**config.mk**
```make
export PLATFORM = sky130hd
export DESIGN_NAME = eth_dsp_counter_poller_flat
export DESIGN_NICKNAME = d
export VERILOG_FILES = /design/src/rtl/eth_dsp_counter_poller_if.sv /design/src/rtl/eth_dsp_counter_poller.sv /design/src/flat_wrapper.sv
export SDC_FILE = /design/constraint.sdc
export NUM_CORES = 1
export LEC_CHECK = 0
export ABC_CLOCK_PERIOD_IN_PS = 3900
export CORE_MARGIN = 5
export CORE_UTILIZATION = 50
export CTS_BUF_LIST = sky130_fd_sc_hd__clkbuf_8
export CTS_CLUSTER_DIAMETER = 120
export DETAILED_ROUTE_END_ITERATION = 7
export DONT_BUFFER_PORTS = 1
export PLACE_DENSITY = 0.68
export REMOVE_ABC_BUFFERS = 1
export SLEW_MARGIN = 30
export SYNTH_ARGS = -nofsm -noshare
export SYNTH_HDL_FRONTEND = slang
export SYNTH_SLANG_ARGS = --single-unit
export TNS_END_PERCENT = 20
```
**constraint.sdc**
```tcl
create_clock -name cmd_clock -period 3.9 [get_ports cmd_clock]
set_input_delay 0.78 -clock cmd_clock [delete_from_list [all_inputs] [get_ports cmd_clock]]
set_output_delay 0.78 -clock cmd_clock [all_outputs]
set_load 0.01 [all_outputs]
```
**src/rtl/eth_dsp_counter_poller_if.sv**
```systemverilog
// Command bus between a poller (master) and the eth_dsp_counters slave.
// The master issues single-cycle sel strobes; the slave answers with ack and rdata.
interface intf_cmd;
    logic        sel;
    logic        rd_wr_n;
    logic [31:0] byte_addr;
    logic [31:0] wdata;
    logic [31:0] rdata;
    logic        ack;

    modport master (
        output sel, rd_wr_n, byte_addr, wdata,
        input  rdata, ack
    );

    modport slave (
        input  sel, rd_wr_n, byte_addr, wdata,
        output rdata, ack
    );
endinterface

```
**src/rtl/eth_dsp_counter_poller.sv**
```systemverilog
// Periodically reads the ADC then DAC counters as one coherent snapshot and reports counts/deltas.
// Optional feature macro ETH_DSP_POLL_STALL_EN adds a 'stall' output flagging two unchanged snapshots.
module eth_dsp_counter_poller #(
    parameter logic [31:0] POLL_PERIOD = 32'd1_000_000,
    parameter logic [31:0] BASE_ADDR   = 32'h0,
    parameter logic [7:0]  ACK_TIMEOUT = 8'd64
) (
    input  logic        cmd_clock,
    input  logic        cmd_sreset,
    input  logic        enable,
    input  logic        poll_now,
    intf_cmd.master     cmd,
`ifdef ETH_DSP_POLL_STALL_EN
    output logic        stall,
`endif
    output logic [31:0] adc_count,
    output logic [31:0] dac_count,
    output logic [31:0] adc_delta,
    output logic [31:0] dac_delta,
    output logic        snap_valid,
    output logic        timeout_err,
    output logic [15:0] timeout_cnt
);

    typedef enum logic [2:0] {
        IDLE, ISS_ADC, WT_ADC, ISS_DAC, WT_DAC, UPDATE
    } state_t;

    state_t      state_q, state_d;
    logic [31:0] timer_q, timer_d;
    logic        poll_req_q, poll_req_d;
    logic        first_poll_q, first_poll_d;
    logic [7:0]  wait_cnt_q, wait_cnt_d;
    logic        sel_q, sel_d;
    logic [31:0] addr_q, addr_d;
    logic [31:0] adc_tmp_q, adc_tmp_d;
    logic [31:0] dac_tmp_q, dac_tmp_d;
    logic [31:0] adc_count_q, adc_count_d;
    logic [31:0] dac_count_q, dac_count_d;
    logic [31:0] adc_delta_q, adc_delta_d;
    logic [31:0] dac_delta_q, dac_delta_d;
    logic        snap_valid_q, snap_valid_d;
    logic        timeout_err_q, timeout_err_d;
    logic [15:0] timeout_cnt_q, timeout_cnt_d;
    logic        stall_q, stall_d;

    logic        timer_wrap;
    logic        req_any;
    logic        ack_expired;
    logic [31:0] adc_new_delta;
    logic [31:0] dac_new_delta;

    always_comb begin
        state_d       = state_q;
        poll_req_d    = poll_req_q;
        first_poll_d  = first_poll_q;
        wait_cnt_d    = 8'd0;
        sel_d         = 1'b0;
        addr_d        = addr_q;
        adc_tmp_d     = adc_tmp_q;
        dac_tmp_d     = dac_tmp_q;
        adc_count_d   = adc_count_q;
        dac_count_d   = dac_count_q;
        adc_delta_d   = adc_delta_q;
        dac_delta_d   = dac_delta_q;
        snap_valid_d  = 1'b0;
        timeout_err_d = 1'b0;
        timeout_cnt_d = timeout_cnt_q;
        stall_d       = stall_q;

        timer_wrap = (timer_q == POLL_PERIOD - 32'd1);
        timer_d    = timer_wrap ? 32'd0 : timer_q + 32'd1;
        // Requests are sticky; any number arriving during a poll collapse into one.
        req_any    = poll_req_q | poll_now | (timer_wrap & enable);
        poll_req_d = req_any;

        ack_expired   = (wait_cnt_q == ACK_TIMEOUT - 8'd1);
        adc_new_delta = first_poll_q ? 32'd0 : adc_tmp_q - adc_count_q;
        dac_new_delta = first_poll_q ? 32'd0 : dac_tmp_q - dac_count_q;

        case (state_q)
            IDLE: begin
                if (req_any) begin
                    state_d    = ISS_ADC;
                    poll_req_d = 1'b0;
                    sel_d      = 1'b1;
                    addr_d     = BASE_ADDR;
                end
            end
            ISS_ADC, WT_ADC: begin
                if (cmd.ack) begin
                    adc_tmp_d = cmd.rdata;
                    state_d   = ISS_DAC;
                    sel_d     = 1'b1;
                    addr_d    = BASE_ADDR + 32'd4;
                end else if (state_q == ISS_ADC) begin
                    state_d = WT_ADC;
                end else if (ack_expired) begin
                    state_d = IDLE;
                end else begin
                    wait_cnt_d = wait_cnt_q + 8'd1;
                end
            end
            ISS_DAC, WT_DAC: begin
                if (cmd.ack) begin
                    dac_tmp_d = cmd.rdata;
                    state_d   = UPDATE;
                end else if (state_q == ISS_DAC) begin
                    state_d = WT_DAC;
                end else if (ack_expired) begin
                    state_d = IDLE;
                end else begin
                    wait_cnt_d = wait_cnt_q + 8'd1;
                end
            end
            UPDATE: begin
                adc_count_d  = adc_tmp_q;
                dac_count_d  = dac_tmp_q;
                adc_delta_d  = adc_new_delta;
                dac_delta_d  = dac_new_delta;
                snap_valid_d = 1'b1;
                first_poll_d = 1'b0;
                if (!first_poll_q)
                    stall_d = (adc_new_delta == 32'd0) && (dac_new_delta == 32'd0);
                state_d      = IDLE;
            end
            default: state_d = IDLE;
        endcase

        // Abort keeps old counts; forcing first_poll stops the next delta spanning the gap.
        if ((state_q == WT_ADC || state_q == WT_DAC) && !cmd.ack && ack_expired) begin
            timeout_err_d = 1'b1;
            first_poll_d  = 1'b1;
            if (timeout_cnt_q != 16'hFFFF)
                timeout_cnt_d = timeout_cnt_q + 16'd1;
        end
    end

    always_ff @(posedge cmd_clock) begin
        if (cmd_sreset) begin
            state_q       <= IDLE;
            timer_q       <= 32'd0;
            poll_req_q    <= 1'b0;
            first_poll_q  <= 1'b1;
            wait_cnt_q    <= 8'd0;
            sel_q         <= 1'b0;
            addr_q        <= 32'd0;
            adc_count_q   <= 32'd0;
            dac_count_q   <= 32'd0;
            adc_delta_q   <= 32'd0;
            dac_delta_q   <= 32'd0;
            snap_valid_q  <= 1'b0;
            timeout_err_q <= 1'b0;
            timeout_cnt_q <= 16'd0;
            stall_q       <= 1'b0;
        end else begin
            state_q       <= state_d;
            timer_q       <= timer_d;
            poll_req_q    <= poll_req_d;
            first_poll_q  <= first_poll_d;
            wait_cnt_q    <= wait_cnt_d;
            sel_q         <= sel_d;
            addr_q        <= addr_d;
            adc_count_q   <= adc_count_d;
            dac_count_q   <= dac_count_d;
            adc_delta_q   <= adc_delta_d;
            dac_delta_q   <= dac_delta_d;
            snap_valid_q  <= snap_valid_d;
            timeout_err_q <= timeout_err_d;
            timeout_cnt_q <= timeout_cnt_d;
            stall_q       <= stall_d;
        end
    end

    // Snapshot staging is pure data; a reset mid-poll simply never commits it.
    always_ff @(posedge cmd_clock) begin
        adc_tmp_q <= adc_tmp_d;
        dac_tmp_q <= dac_tmp_d;
    end

    assign cmd.sel       = sel_q;
    assign cmd.rd_wr_n   = 1'b1;
    assign cmd.byte_addr = addr_q;
    assign cmd.wdata     = 32'd0;

    assign adc_count   = adc_count_q;
    assign dac_count   = dac_count_q;
    assign adc_delta   = adc_delta_q;
    assign dac_delta   = dac_delta_q;
    assign snap_valid  = snap_valid_q;
    assign timeout_err = timeout_err_q;
    assign timeout_cnt = timeout_cnt_q;

`ifdef ETH_DSP_POLL_STALL_EN
    assign stall = stall_q;
`else
    logic unused_stall;
    assign unused_stall = stall_q ^ stall_d;
`endif

endmodule

```
**src/flat_wrapper.sv**
```systemverilog
// flat-port wrapper written by rule: the top's interface ports become plain ports
module eth_dsp_counter_poller_flat 
#(
    parameter logic [31:0] POLL_PERIOD = 32'd1_000_000,
    parameter logic [31:0] BASE_ADDR   = 32'h0,
    parameter logic [7:0]  ACK_TIMEOUT = 8'd64
)
  (cmd_clock, cmd_sreset, enable, poll_now, adc_count, dac_count, adc_delta, dac_delta, snap_valid, timeout_err, timeout_cnt, cmd_sel, cmd_rd_wr_n, cmd_byte_addr, cmd_wdata, cmd_rdata, cmd_ack);
  intf_cmd cmd_i ();
  input  logic cmd_clock;
  input  logic cmd_sreset;
  input  logic enable;
  input  logic poll_now;
  output logic [31:0] adc_count;
  output logic [31:0] dac_count;
  output logic [31:0] adc_delta;
  output logic [31:0] dac_delta;
  output logic snap_valid;
  output logic timeout_err;
  output logic [15:0] timeout_cnt;
  output wire logic [$bits(cmd_i.sel)-1:0] cmd_sel;
  output wire logic [$bits(cmd_i.rd_wr_n)-1:0] cmd_rd_wr_n;
  output wire logic [$bits(cmd_i.byte_addr)-1:0] cmd_byte_addr;
  output wire logic [$bits(cmd_i.wdata)-1:0] cmd_wdata;
  input wire logic [$bits(cmd_i.rdata)-1:0] cmd_rdata;
  input wire logic [$bits(cmd_i.ack)-1:0] cmd_ack;
  assign cmd_sel = cmd_i.sel;
  assign cmd_rd_wr_n = cmd_i.rd_wr_n;
  assign cmd_byte_addr = cmd_i.byte_addr;
  assign cmd_wdata = cmd_i.wdata;
  assign cmd_i.rdata = cmd_rdata;
  assign cmd_i.ack = cmd_ack;
  eth_dsp_counter_poller #(.POLL_PERIOD(POLL_PERIOD), .BASE_ADDR(BASE_ADDR), .ACK_TIMEOUT(ACK_TIMEOUT)) u_core (.cmd_clock(cmd_clock), .cmd_sreset(cmd_sreset), .enable(enable), .poll_now(poll_now), .cmd(cmd_i), .adc_count(adc_count), .dac_count(dac_count), .adc_delta(adc_delta), .dac_delta(dac_delta), .snap_valid(snap_valid), .timeout_err(timeout_err), .timeout_cnt(timeout_cnt));
endmodule
```
==> key figures, run 1 <==
Status
  – Outcome: finished, final reports clean

Logic synthesis
  – Yosys top cell area share: 29.54%
  – Area leader, netlist: dfxtp_1
  – Avg Cell Area, Syn: between 8 and 9 um^2
  – Netlist Area Pre-Place: 0.01308 mm^2
  – Ys Warns: 0
  – Ys async rst share: 0%
  – Flops & latches, synth: 257
  – Register area share after synthesis: 44.23%
  – Synth cell types: 71
  – Mapped Cells: 1503
  – Ranking of synthesized cells by area: dfxtp_1 (30%), edfxtp_1 (15%), nand2_1 (6.5%), ha_1 (6.4%), a21oi_1 (5.7%)
  – Ys flop type: dfxtp_1
  – EDFF count, synth: 64

Worst setup path
  – Crit-path cells: inv_1, ha_1, nand2_1, o21ai_0, nand4_1, nand4_1, nand3b_1, a2111oi_0, mux2i_1, nand2_1
  – Worst path top cell family by delay: compound AO/OA/AOI/OAI gates
  – Cell count of the worst reg-to-reg path: 10
  – WP buf/inv: 1
  – Critical Path Source Type: flip-flop
  – Critical path class: flip-flop to flip-flop
  – Slowest stage delay, CP: between 700 and 800 ps
  – Worst Setup End Kind: flip-flop
  – FF-to-FF Start: u_core.dac_count[8]
  – Req. time, crit path: 4320 ps
  – CP max-delay cell: a2111oi_0
  – CP Data Arrival Time: between 3000 and 4000 ps
  – Crit Path Max Fanout: 7
  – Reg2reg end: u_core.dac_delta[29]
  – FF-to-FF setup slack: 860 ps

Placed design
  – Port Buf Inserts: 0
  – HPWL Detailed: 23020 um
  – GPL Wtd Cong: 0.8839
  – Placed cell areas: 0.01311 mm^2

Floorplan
  – Core area: 0.02591 mm^2
  – Full die area: 0.02950 mm^2
  – Starting Density: 50.49%
  – Chip height: 171.8 um
  – Die W: 171.8 um
  – Row cnt: between 50 and 60
  – IO Pins: roughly 250

Pwr
  – Int Pwr: 4.283 mW
  – Pwr per Cell Area: 416.2 mW/mm^2
  – Psw: approximately 1.5 mW
  – Net Sw Frac: around a quarter
  – Clk pwr share: approximately two fifths
  – Comb power frac: a little over 10%
  – Static leakage: 5.087 nW
  – VDD IR max: between 0.2 and 0.25 mV
  – Flop pwr share: 49.3%

Clock tree
  – Cts bufs inserted: 44
  – Buffers inserted during post-CTS setup optimization: 0
  – Reg clk slew, reported paths: 60 ps
  – Clock Latency Late Sink: 550 ps
  – CTS tree: built
  – Clock buffer depth: 3
  – Total number of H-tree levels: 2
  – Cts hold-fix bufs: 0
  – # resized after CTS: 0
  – Clock root buffer master: clkbuf_8
  – CTS sink cnt: 257

Timing
  – Slew Limit Headroom: 36.20%
  – Fin crit period: a little over 3000 ps
  – Final Hold Viols: 0
  – Slew Limit Fails: 0
  – Clk_skew: 23.12 ps
  – Worst slew pin tran: 957.0 ps
  – Max Freq: approximately 330 MHz
  – Final TNS setup: 0 ps
  – RSZ-0062 raised after global routing: no
  – Crit share post-route: 77.84%
  – Final Setup Violations: 0

Cells and area
  – Nets: roughly 1600
  – Design area: between 0.01 and 0.015 mm^2
  – Number of diodes: 0
  – Area delta synth->final: 6.676%
  – Most frequent cells in the layout: nand2_1 (224), dfxtp_1 (193), a21oi_1 (150)
  – Share of layout cells above drive strength 1: 6.246%
  – Commonest non-fill, non-tap cell in the layout: nand2_1

Global routing
  – First-pass GRT wire length: 49630 um
  – Vias in the first global route: slightly above 9000
  – GRT Total Usage: 20.95%
  – Grt total ovfl: 0
  – Initial antenna violation count: 0
  – Largest net degree at the start of global routing: 120

Detailed routing
  – Total number of vias: about 10000
  – DRC viols: 0
  – Wire length on met2: approximately 15000 um
  – DRT iter0 DRCs: 585
  – DR vias/cell: 5.464
  – DR WL met3: 3073 um
  – 1st-pass router iterations: 5
  – Uppermost layer routed: met4
  – Met1 WL: 13550 um
  – Routed Antenna Nets: 0
  – Wire length per cell: ~17 um
  – Drt total wl: 32460 um

Worst hold path
  – WHS Endpoint: u_core.dac_tmp_q[0]
  – Tightest Hold Check Type: input pin to flip-flop
  – Hold_sp: cmd_rdata[0]
  – Hold Path Stages: 0

Job
  – MaxCap Viol Count: 0
[worst max path at each step]
stage | depth (start not counted) | to | from | slack, ps
after floorplan | 1 | u_core.adc_tmp_q[0] | cmd_ack | 230
after global placement | 10 | u_core.adc_delta[28] | u_core.adc_count[0] | 930
after detailed placement | 10 | u_core.adc_delta[28] | u_core.adc_count[0] | 900
after CTS | 10 | u_core.adc_delta[28] | u_core.adc_count[0] | 890
after global routing | 11 | u_core.adc_delta[28] | u_core.adc_tmp_q[0] | 720
final | 10 | u_core.dac_delta[29] | u_core.dac_count[8] | 860
[kinds of logic (layout without fill, tap and decap cells)]
logic type	after synthesis	in the layout	share of synthesized area, %
mux	5	5	0.3826
simple gates	519	519	18.22
buf+inv	211	167	8.044
flops	257	257	44.23
other cells	2	64	0.05741
xor+xnor	96	96	6.428
fa+ha+maj	69	69	6.714
compound gates	344	344	15.93
[layer usage]
metal	GRT usage (%)	vias to the layer above
li1	-	5021
met1	26.33	4704
met2	34.73	356
met3	6.757	60
met4	6.049	0
met5	0	-
[power groups by stage]
| stage | clock network (mW) | registers, mW | logic, mW |
|---|---|---|---|
| 2_1_floorplan | 0 | 2.90 | 0.454 |
| 3_3_place_gp | 0 | 2.92 | 0.578 |
| 3_5_place_dp | 0 | 2.92 | 0.586 |
| 4_1_cts | 2.42 | 2.86 | 0.589 |
| 5_1_grt | 2.56 | 2.87 | 0.664 |
| 6_report | 2.35 | 2.86 | 0.597 |
[cell usage after synthesis, drive strengths merged, types with 4 or more instances]
library cell,number
xor2,52
a21o,21
nand2b,11
nor2,115
edfxtp,64
nor4,5
and2,14
nand3,36
or3,15
inv,78
o21ai,73
or2,7
o21a,17
o21bai,8
clkbuf,64
buf,68
a21oi,150
o31ai,4
ha,67
and3,19
nand2,226
a22o,8
nor3,26
nand4,20
mux2i,5
nand3b,4
nor2b,10
dfxtp,193
o2111ai,4
xnor2,44
a31oi,5
a211oi,9
a22oi,16
[state kept, by name, summed over array words and instances, names as in the netlist, 3 cells and up]
register,count
u_core.adc_count,32
u_core.adc_delta,32
u_core.adc_tmp_q,32
u_core.dac_count,32
u_core.dac_delta,32
u_core.dac_tmp_q,32
u_core.timer_q,32
u_core.timeout_cnt,16
u_core.wait_cnt_q,8
u_core.state_q,3
[worst reg2reg max path, delay by kind of cell (launching register included)]
kind | cells | cell delay (ps)
AOI/OAI and AO/OA | 2 | 1020
muxes | 1 | 270
DFF | 1 | 440
adders and majority gates | 1 | 420
and+or+nand+nor | 5 | 700
buffers and inverters | 1 | 70
[stage by stage]
step	utilization (%)	cells	power [mW]	hold WS [ps]	worst slack [ps]
4_1_cts	53.86	1856	5.874	278.8	890.4
3_3_place_gp	50.48	1776	3.496	438.5	928.0
6_report	53.86	1856	5.808	329.1	864.3
5_1_grt	53.86	1856	6.091	283.9	719.6
2_1_floorplan	-	1432	3.357	426.0	227.6
3_5_place_dp	50.58	1777	3.504	450.8	898.2
[layout make-up]
cell class	count	area, um^2
tap	335	419.2
clock inverter	28	146.4
inverter	78	292.8
sequential	257	5786
timing repair buffer	10	95.09
fill	2415	11960
multi-input combinational	1097	6514
clock buffer	51	701.9
Power figures use the tool's default switching activity.
==> run 2: changes to the inputs <==
--- a/config.mk
+++ b/config.mk
@@ -5,14 +5,13 @@
 export SDC_FILE = /design/constraint.sdc
 export NUM_CORES = 1
 export LEC_CHECK = 0
-export ABC_CLOCK_PERIOD_IN_PS = 3900
+export ABC_CLOCK_PERIOD_IN_PS = 2800
 export CORE_MARGIN = 5
 export CORE_UTILIZATION = 50
 export CTS_BUF_LIST = sky130_fd_sc_hd__clkbuf_8
 export CTS_CLUSTER_DIAMETER = 120
 export DETAILED_ROUTE_END_ITERATION = 7
 export DONT_BUFFER_PORTS = 1
-export PLACE_DENSITY = 0.68
 export REMOVE_ABC_BUFFERS = 1
 export SLEW_MARGIN = 30
 export SYNTH_ARGS = -nofsm -noshare
==> constraint.sdc (replaced) <==
create_clock -name cmd_clock -period 2.8 [get_ports cmd_clock]
set_input_delay 0.56 -clock cmd_clock [delete_from_list [all_inputs] [get_ports cmd_clock]]
set_output_delay 0.56 -clock cmd_clock [all_outputs]
set_load 0.01 [all_outputs]
==> run 2 against run 1 <==
Worst hold slack lost 220 ps. Highest routed layer unchanged. Power rose by 39%. Critical path depth increased by 3. First-iteration DRC count fell by 14%. Combinational power rose by 48%. Sequential cell count stayed put. The run now ends with setup timing left. Count of clock-buffer cells in the layout is 2 higher. Worst setup slack got worse by 870 ps. Clock power increased by 35%. Final area is 3.3% higher. Final cell count increased by 2.8%. Core utilization rose by 1.8 points.
==> key figures, run 2 (synthesis results as in run 1) <==
Placed design
  – Placed cell areas: ~0.013 mm^2
  – # placed instances: 1828
  – DP Worst Slack: -121.8 ps
  – Port Buf Inserts: 0
  – GPL Wtd Cong: approximately 0.9
  – HPWL Detailed: ~23000 um

Clock tree
  – CTS sink cnt: ~260
  – Clock Latency Late Sink: 540 ps
  – Clock buffer depth: 3
  – Cts bufs inserted: 44
  – Clock root buffer master: clkbuf_8
  – CTS tree: built
  – Cts hold-fix bufs: 0
  – Reg clk slew, reported paths: around 70 ps
  – Total number of H-tree levels: 2

Timing
  – Final TNS setup: -12.64 ps
  – RSZ-0062 raised after global routing: yes
  – Crit share post-route: 100.3%
  – Final Setup Violations: 2
  – Final Hold Viols: 0
  – Hold Slack: 111.6 ps
  – Worst slew pin tran: 788.3 ps
  – Slew Limit Headroom: 47.44%
  – Fin crit period: 2809 ps
  – Clk_skew: 23.70 ps
  – Worst setup margin: -8.558 ps
  – Slew Limit Fails: 0
  – Max Freq: 356.1 MHz

Floorplan
  – Full die area: 0.02950 mm^2
  – Die W: 171.8 um
  – Row cnt: 59
  – Starting Density: 50.49%
  – IO Pins: 249
  – Chip height: 171.8 um
  – Core area: 0.02591 mm^2

Detailed routing
  – DR vias/cell: 5.369
  – Drt total wl: 32630 um
  – Wire length per cell: 17.10 um
  – 1st-pass router iterations: 5
  – Total number of vias: approximately 10000
  – DRT iter0 DRCs: 504
  – Routed Antenna Nets: 0
  – DRC viols: 0

Cells and area
  – Nets: 1647
  – Most frequent cells in the layout: nand2_1 (224), dfxtp_1 (193), a21oi_1 (149)
  – Design area: 0.01442 mm^2
  – Share of layout cells above drive strength 1: 10.36%
  – Number of diodes: 0
  – Final core utilization: a little under three fifths
  – Commonest non-fill, non-tap cell in the layout: nand2_1
  – Area delta synth->final: 10.24%
  – Final Non-Filler Cells: 1908

Job
  – MaxCap Viol Count: 0

Worst setup path
  – FF-to-FF Start: u_core.adc_tmp_q[0]
  – Cell mode on critical path: buf_4
  – Cell count of the worst reg-to-reg path: 13
  – WP buf/inv: 3
  – FF-to-FF setup slack: -9 ps
  – CP Data Arrival Time: 3270 ps
  – CP max-delay cell: edfxtp_1
  – Critical Path Source Type: flip-flop
  – Worst Setup End Kind: flip-flop
  – Slowest stage delay, CP: 380 ps
  – Req. time, crit path: 3260 ps
  – Critical path class: flip-flop to flip-flop
  – Reg2reg end: u_core.adc_delta[28]
  – Worst path top cell family by delay: compound AO/OA/AOI/OAI gates
  – Crit Path Max Fanout: 3
  – Crit-path cells: inv_2, ha_4, fa_2, nor2b_4, o2111ai_2, and3b_2, buf_4, o311ai_2, buf_4, nand2_1, o2111a_1, xor2_1, o21ai_0

Worst hold path
  – Hold_sp: cmd_rdata[15]
  – Tightest Hold Check Type: input pin to flip-flop
  – WHS Endpoint: u_core.dac_tmp_q[15]
  – Hold Path Stages: 0

Global routing
  – Vias in the first global route: just under 10000
  – Grt total ovfl: 0
  – Initial antenna violation count: 0
  – First-pass GRT wire length: between 50000 and 60000 um
  – GRT Total Usage: a little over a fifth
  – Largest net degree at the start of global routing: 120

Pwr
  – VDD IR max: 0.4753 mV
  – Total power: 8.045 mW
  – Static leakage: 5.379 nW
  – Pwr per Cell Area: approximately 560 mW/mm^2

Status
  – Failing checks: setup timing
  – Outcome: finished, violations left
run 2: changes by cell type in the layout (fill, tap and decap cells not counted), moves of 2 or more:
cell | before | now
buf_4 | 9 | 62
clkbuf_8 | 51 | 53
clkinvlp_4 | 3 | 1
ha_1 | 67 | 65
o21ai_0 | 72 | 68
o21ai_1 | 1 | 4
run 2: worst max-delay path by stage:
stage               slack, ps                start  depth (start not counted)              endpoint
floorplan                -810    u_core.state_q[0]                          3   u_core.adc_tmp_q[0]
global placement          -80  u_core.adc_tmp_q[0]                         11  u_core.adc_delta[30]
detailed placement       -120  u_core.adc_tmp_q[0]                         11  u_core.adc_delta[30]
CTS                       -70  u_core.adc_tmp_q[0]                         11  u_core.adc_delta[26]
global route             -210  u_core.adc_tmp_q[0]                         11  u_core.adc_delta[30]
finish                     -9  u_core.adc_tmp_q[0]                         13  u_core.adc_delta[28]
run 2: power breakdown:
part | internal, mW | total (mW) | switching (mW)
clock | 1.71 | 3.18 | 1.47
combinational | 0.339 | 0.883 | 0.544
sequential | 3.91 | 3.98 | 0.0721
total | 5.96 | 8.04 | 2.09
run 2: routing by layer:
layer  track usage, %  vias up  share of wire [%]
met4            6.528        0                2.7
li1                 -     5122                  -
met1            26.68     4780                 42
met5                0        -                  0
met3            6.711       54                8.5
met2            35.28      288                 47
run 2: final cells by class:
class,count,area (um^2)
timing repair buffer,63,493.0
tap,335,419.2
sequential,257,5786
inverter,78,292.8
multi-input combinational,1097,6599
clock inverter,25,102.6
clock buffer,53,729.5
fill,2427,11490
run 2: worst reg2reg max path: cells and delay by family (launching register included):
family,cells,cell delay [ps]
compound gates,4,810
fa+ha+maj,2,540
simple gates,3,490
buf+inv,3,390
flops,1,380
xor+xnor,1,140
run 2: what timing repair did:
item / 4_1_cts / 5_1_grt
setup buffers: 0 / 2
resized for setup: 2 / 22
pin swaps: 0 / 8
endpoints found under the setup margin: 3 / 14
